## config.mk

```make
export PLATFORM = sky130hd
export DESIGN_NAME = systolic_skew_feeder
export DESIGN_NICKNAME = d
export VERILOG_FILES = /design/src/rtl/systolic_skew_feeder.sv
export SDC_FILE = /design/constraint.sdc
export NUM_CORES = 1
export LEC_CHECK = 0
export ABC_AREA = 1
export CAP_MARGIN = 10
export CORE_ASPECT_RATIO = 1.25
export CORE_UTILIZATION = 30
export DETAILED_ROUTE_END_ITERATION = 16
export SYNTH_ARGS = -nofsm -noshare
export SYNTH_HDL_FRONTEND = slang
export SYNTH_SLANG_ARGS = --single-unit
```

## constraint.sdc

```tcl
create_clock -name clk -period 5 [get_ports clk]
set_input_delay 0.5 -clock clk [delete_from_list [all_inputs] [get_ports clk]]
set_output_delay 0.5 -clock clk [all_outputs]
set_load 0.01 [all_outputs]
```

## src/rtl/systolic_skew_feeder.sv

```systemverilog
// Operand feeder for an N x N systolic array: buffers A and B, then drives diagonally skewed, zero-padded edges.
// Optional job counter output enabled by defining SKEW_FEEDER_JOB_CNT_EN.
module systolic_skew_feeder #(
  parameter int N  = 4,
  parameter int DW = 32
) (
  input  logic            clk,
  input  logic            rst,
  input  logic            s_valid,
  output logic            s_ready,
  input  logic [DW-1:0]   s_data,
  output logic [N*DW-1:0] a_edge,
  output logic [N*DW-1:0] b_edge,
  output logic            edge_valid,
  output logic            acc_clr,
  output logic            busy,
  output logic            done
`ifdef SKEW_FEEDER_JOB_CNT_EN
  ,
  output logic [15:0]     job_cnt
`endif
);

  localparam int NN         = N * N;
  localparam int AW         = $clog2(NN);
  localparam int IW         = $clog2(2 * NN);
  localparam int FEED_SLOTS = 3 * N - 2;
  localparam int TW         = $clog2(3 * N);

  typedef enum logic [2:0] {LOAD, CLR, FEED, DRAIN, DONE} state_t;

  state_t          state, state_nxt;
  logic [IW-1:0]   idx;
  logic [TW-1:0]   t;
  logic [TW-1:0]   slot;
  logic            accept;
  logic            load_edges;
  logic [N*DW-1:0] a_nxt, b_nxt;
  logic [DW-1:0]   a_mem [NN];
  logic [DW-1:0]   b_mem [NN];

  assign accept = s_valid && (state == LOAD) && !rst;

  // NOTE: every output of a combinational block gets a default first so no path leaves it unassigned (no latch).
  always_comb begin
    state_nxt  = state;
    s_ready    = 1'b0;
    acc_clr    = 1'b0;
    busy       = 1'b1;
    edge_valid = 1'b0;
    done       = 1'b0;
    load_edges = 1'b0;
    slot       = '0;
    unique case (state)
      LOAD: begin
        busy    = 1'b0;
        s_ready = !rst;
        if (accept && idx == IW'(2 * NN - 1)) state_nxt = CLR;
      end
      CLR: begin
        acc_clr    = 1'b1;
        load_edges = 1'b1;
        state_nxt  = FEED;
      end
      FEED: begin
        edge_valid = 1'b1;
        if (t == TW'(FEED_SLOTS - 1)) begin
          state_nxt = DRAIN;
        end else begin
          load_edges = 1'b1;
          slot       = t + 1'b1;
        end
      end
      DRAIN: if (t == TW'(N - 1)) state_nxt = DONE;
      DONE: begin
        done      = 1'b1;
        state_nxt = LOAD;
      end
      default: state_nxt = LOAD;
    endcase
  end

  // Edge values for the upcoming slot; registered so the buses change only on the slot boundary.
  always_comb begin
    int k;
    k     = 0;
    a_nxt = '0;
    b_nxt = '0;
    for (int i = 0; i < N; i++) begin
      k = int'(slot) - i;
      if (k >= 0 && k < N) begin
        a_nxt[i*DW +: DW] = a_mem[AW'(i * N + k)];
        b_nxt[i*DW +: DW] = b_mem[AW'(k * N + i)];
      end
    end
  end

  // NOTE: state uses non-blocking assignments so every register samples pre-edge values.
  always_ff @(posedge clk) begin
    if (rst) begin
      state  <= LOAD;
      idx    <= '0;
      t      <= '0;
      a_edge <= '0;
      b_edge <= '0;
    end else begin
      state <= state_nxt;
      if (accept) idx <= (state_nxt == CLR) ? '0 : idx + 1'b1;
      if (state == LOAD || state_nxt != state) t <= '0;
      else                                     t <= t + 1'b1;
      a_edge <= load_edges ? a_nxt : '0;
      b_edge <= load_edges ? b_nxt : '0;
    end
  end

  // NOTE: operand buffers carry no reset; a job always overwrites them fully before they are read.
  always_ff @(posedge clk) begin
    if (accept) begin
      if (idx < IW'(NN)) a_mem[AW'(idx)]          <= s_data;
      else               b_mem[AW'(idx - IW'(NN))] <= s_data;
    end
  end

`ifdef SKEW_FEEDER_JOB_CNT_EN
  always_ff @(posedge clk) begin
    if (rst)                job_cnt <= '0;
    else if (state == DONE) job_cnt <= job_cnt + 16'd1;
  end
`endif

endmodule

```

Word-level counts from Yosys, hierarchy flattened
Memories as Yosys holds them, arrays and structs flattened. A register that Yosys moved wholly into a read port is not among the register bits.
Index checks and enable logic that the tools add are counted.
{"block": "op_classes", "reduce_logical": 15, "muxes": 20, "order_cmp": 9, "n_bitwise": 5, "addsub": 12, "n_eq_ne": 9}
{"cell": "$ge A5 B1 Y1 const B", "n": 3}
{"cell": "$lt A5 B4 Y1 const B", "n": 3}
{"cell": "$mux W1", "n": 12}
{"cell": "$pmux W3 S4", "n": 1}
{"cell": "$reduce_or A3 Y1", "n": 4}
{"cell": "$sub A4 B2 Y5 const B", "n": 2}
{"cell": "$mux W3", "n": 3}
{"cell": "$add A4 B3 Y4 const B", "n": 2}
{"cell": "$add A4 B4 Y4 const A", "n": 2}
{"cell": "$mux W4", "n": 2}
{"cell": "$logic_and A1 B1 Y1", "n": 7}
{"cell": "$eq A3 B1 Y1 const B", "n": 2}
{"cell": "$eq A3 B2 Y1 const B", "n": 2}
{"cell": "$add A5 B1 Y5 const B", "n": 1}
{"cell": "$eq A5 B5 Y1 const B", "n": 1}
{"cell": "$lt A5 B5 Y1 const B", "n": 1}
{"cell": "$mux W5", "n": 1}
{"cell": "$not A1 Y1", "n": 5}
{"cell": "$sub A4 B1 Y5 const B", "n": 1}
{"cell": "$add A3 B4 Y4 const A", "n": 1}
{"cell": "$add A4 B1 Y4 const B", "n": 1}
{"cell": "$add A4 B2 Y4 const B", "n": 1}
{"cell": "$eq A4 B2 Y1 const B", "n": 1}
{"cell": "$eq A4 B4 Y1 const B", "n": 1}
{"cell": "other kinds (10)", "n": 10}
{"block": "totals", "ramBits": 1024, "regBits": 12, "word_cells": 75, "in_bits": 35, "out_inout_bits": 261, "memories": 2}
{"memory": "a_mem", "words": 16, "word_bits": 32, "rd": 4, "rd_ports_with_merged_regs": 4, "wr": 1, "line_no": "39", "text": "logic [DW-1:0] a_mem [NN];"}
{"memory": "b_mem", "words": 16, "word_bits": 32, "rd": 4, "rd_ports_with_merged_regs": 4, "wr": 1, "line_no": "40", "text": "logic [DW-1:0] b_mem [NN];"}

Depth between registers and ports, before layout
{"block": "depth", "depth_word": 9, "mapped_depth": 22, "depth_no_buf": 18}

Worst setup path before layout
Ideal clock, no wire load.
{"block": "synth_timing", "kind": "input -> register", "start": "input port rst", "end": "memory a_mem[12][0] (enable)", "arrival_time_ns": 3.739, "setup_ns": 0.461, "path_slack_ns": 0.800, "cell_stages": 6, "t_required_ns": 4.539, "path_buffers": 2, "cell_sequence": "clkbuf_1 nor2_1 nand2_1 or2_2 clkbuf_1 nor3_1"}
{"block": "synth_between", "elab_chain_cells": 4}
{"item": "start, declared", "line_no": "8", "text": "input logic rst,"}
{"item": "$logic_not A1 Y1", "line_no": "42", "text": "assign accept = s_valid && (state == LOAD) && !rst;"}
{"item": "$logic_and A1 B1 Y1", "line_no": "42"}
{"item": "$mux W1", "line_no": "118", "text": "if (accept) begin"}
{"item": "$mux W1 (not written as such)", "line_no": "119", "text": "if (idx < IW'(NN)) a_mem[AW'(idx)] <= s_data;"}
{"item": "end, declared", "line_no": "39"}
Every way passes these cells.

Worst setup path after layout
{"block": "layout_timing", "start": "register t[0]", "end": "register a_edge[91] (read register of a_mem)"}
{"block": "layout_between", "elab_chain_cells": 8, "word_cells_on_any_way": 14, "cone_classes": "3 x add/sub; 2 x order compare; 1 x eq/ne; 4 x mux; 2 x bitwise; 2 x reduce/logical"}
{"item": "start, declared", "line_no": "34", "text": "logic [TW-1:0] t;"}
{"item": "start signal, assigned", "line_no": "110", "text": "else t <= t + 1'b1;"}
{"item": "$add A4 B1 Y4 / $eq A4 B4 Y1 (equally long branches)", "line_no": "71, 67"}
{"item": "$mux W4", "line_no": "67", "text": "if (t == TW'(FEED_SLOTS - 1)) begin"}
{"item": "$mux W4", "line_no": "54", "text": "unique case (state)"}
{"item": "$sub A4 B2 Y5", "line_no": "90", "text": "k = int'(slot) - i;"}
{"item": "$ge A5 B1 Y1 / $lt A5 B4 Y1 (equally long branches)", "line_no": "91", "text": "if (k >= 0 && k < N) begin"}
{"item": "$logic_and A1 B1 Y1", "line_no": "91"}
{"item": "$not A1 Y1 (no source line)"}
{"item": "$reduce_or A3 Y1 (no source line)"}
{"item": "end, declared", "line_no": "12", "text": "output logic [N*DW-1:0] a_edge,"}
Several ways; a longest one is shown, not always the timed one.
A chain may end at the register's enable or synchronous reset.

==> results.cfg <==
[run_status]
status = complete, no violations

[clock_network]
clk_path_buf_depth = 3
cts_tree = done
cts-root-buf = clkbuf_16
worstSkewPairLatency_ns = 0.81
cts.clk_slew.worst_paths_ns = 0.07
ctsResizeCount = 0
cts-buffers-inserted = 143
cts.sink_count = 1292
cts_post_setup_buffers_inserted = 0
cts_hold_buf = 0
htree_levels = 4

[critical_path]
endpoint = a_edge[91]
cp.required_ns = 5.63
crit_arrival_ns = 4.58
reg2reg_slack_ns = 1.06
r2r_cells = 12
reg2reg_from = t[0]
r2r-end = a_edge[91]
worstSetupPathType = register to register
cp_max_fo = 76
critPathLaunch = t[0]
start_kind = register
critPathCaptureType = register

[layout]
fin_nets = 5947
nFillCells = 18100
layout-drive-gt1-share = 0.0697
stdcell_area_um2 = 66100
multiInputGateArea_um2 = 16800
regArea_um2 = 36100
layout_common_cells = nand2_1 (1722), edfxtp_1 (1024), nor2_1 (537), nand3_1 (519), o21ai_0 (418)
final_cells = 8426
syn2layout_area_growth_pct = 19.0
finish.utilization = 0.359
mostFrequentLayoutCell = nand2_1

[logic_synthesis]
ys_ff_latch = 1292
ys_types = 33
yosys_warnings = 0
async_reset_ff_frac = 0
syn_inst = 5721
synthFlopType = edfxtp_1
synth-edff-count = 1024
avgSynthCellArea_um2 = 9.71
synth.cell_area_um2 = 55500
ys_seq_area_frac = 0.650
synth_fp_nets = 5769

[power_and_ir_drop]
leakage_uw = 0.0248
switching_power_uw = 4930
power.share.clock = 0.479
comb_power_share = 0.014
seqPwrFrac = 0.507
power_switching_share = 0.215
powerDensity_nw_per_um2 = 346
internal-power_uw = 18000
ir_worst_vdd_v = 0.000317

[floorplanning]
die_x_um = 387
row_count = 176
design.core.area_um2 = 184000
start_util = 0.302
die_area_um2 = 187000
ioPinCount = 296
die_h_um = 483

[place]
dpl_cell_area_um2 = 61100
gp_congestion = 0.905
place_inst = 8157
dp_hpwl_mm = 116
port_buffers = 295

[grt]
grt_max_degree = 262
antenna_found_initial = 16
track_usage = 0.204
grt_pass1_vias = 40500
grt_pass1_wl_mm = 280
overflow = 0

[drt]
drt_iter0_drc = 4710
ant_nets = 0
avgViaCountPerCell = 5.12
drc = 0
vias = 43200
routedWlPerCell_um = 23.2
drt-total-wl_mm = 195
first_pass_iters = 7

[sta]
setup_viol = 0
worst_slew_margin_rel = 0.189
final_hold_viol_count = 0
finalCritPeriodShare = 0.789
slew_viol_final = 0
worst_slew_pin_slew_ns = 1.21
rsz0062_at_grt = false
finClkSkew_ns = 0.0456
setup_tns_ns = 0
max_freq_ghz = 0.254
period_minus_slack_ns = 3.94

[job]
maxCapViolations = 0

[worst_hold_path]
hold_path_class = input pin to register
[kinds of logic (layout without fill, tap and decap cells)]
group	count (synthesis)	after routing	share of synthesized area
AND/OR/NAND/NOR	2860	2860	0.208
flip-flops	1292	1292	0.650
AO/OA/AOI/OAI	841	841	0.0851
buffers and inverters	713	1014	0.0531
adder cells (fa/ha/maj)	13	13	0.00293
XOR/XNOR	2	2	0.000316
other	0	1	0
[layout make-up]
class                   count  area share
diodes                      1   0.0000379
clock buffers             195      0.0606
repair buffers            411      0.0596
well taps                2403      0.0455
flip-flops and latches   1292       0.547
clock inverters            73      0.0150
inverters                 335      0.0192
multi-input cells        3716       0.254
[synthesized netlist by cell type, types with 14 or more instances]
cell type  count  area share
buf_1         38      0.0026
nor2_1       563       0.038
a31oi_1       59      0.0066
a22oi_1       38      0.0051
clkbuf_1     172       0.012
dfxtp_1      268       0.097
nand3_1      519       0.047
buf_2        152       0.014
o211ai_1     137       0.019
nand3b_1      15      0.0020
o21ai_0      418       0.038
edfxtp_1    1024        0.55
inv_1        325       0.022
o21ai_1       85      0.0077
a21oi_1      102      0.0092
nand2_1     1729        0.12
nor3_1        14      0.0013
[metal layers]
| metal | up-vias | global-route usage | routed length [µm] |
|---|---|---|---|
| met1 | 20900 | 0.261 | 77400 |
| met4 | 6 | 0.0846 | 8150 |
| met2 | 2222 | 0.335 | 92500 |
| li1 | 19700 | - | - |
| met5 | - | 0 | 30 |
| met3 | 389 | 0.0394 | 17300 |
[through the flow]
step                      power, µW  hold WS [ns]  setup slack (ns)
after detailed placement      12200         0.505              1.13
after floorplan               11900         0.471             0.800
final                         22900         0.367              1.06
after global routing          23500         0.344             0.905
after global placement        12200         0.481              1.17
after CTS                     23100         0.335              1.14
[registers in the layout (all words and copies together) (netlist names)]
| signal | flops |
|---|---|
| a_edge | 128 |
| idx | 5 |
| a_mem | 512 |
| t | 4 |
| b_edge | 128 |
| state | 3 |
| b_mem | 512 |
[worst max-delay path, cell delays in order (launching register included)]
cell,delay (ns)
dfxtp_1,0.46
ha_1,0.30
nand3_1,0.17
nand2_4,0.14
nor2_8,0.22
buf_4,0.56
buf_4,0.75
nand2_1,0.15
nand3_1,0.11
nand2_1,0.06
a21oi_1,0.19
o21ai_1,0.12
nor2_1,0.43
[worst min path at each step]
stage	start	end	slack, ns	cells after the start
5_1_grt	s_data[23]	b_mem[5][23]	0.34	1
6_report	s_data[23]	b_mem[1][23]	0.37	1
3_3_place_gp	idx[4]	idx[4]	0.48	2
2_1_floorplan	idx[4]	idx[4]	0.47	2
3_5_place_dp	idx[4]	idx[4]	0.50	2
4_1_cts	s_data[23]	b_mem[1][23]	0.33	1
[power groups by stage]
stage | clock, µW | combinational, µW | sequential [µW]
floorplan | 0 | 50.3 | 11800
global placement | 0 | 323 | 11800
detailed placement | 0 | 329 | 11800
CTS | 11100 | 329 | 11600
global route | 11600 | 342 | 11600
finish | 11000 | 325 | 11600
Note: power is estimated with default switching activity, not from simulation.
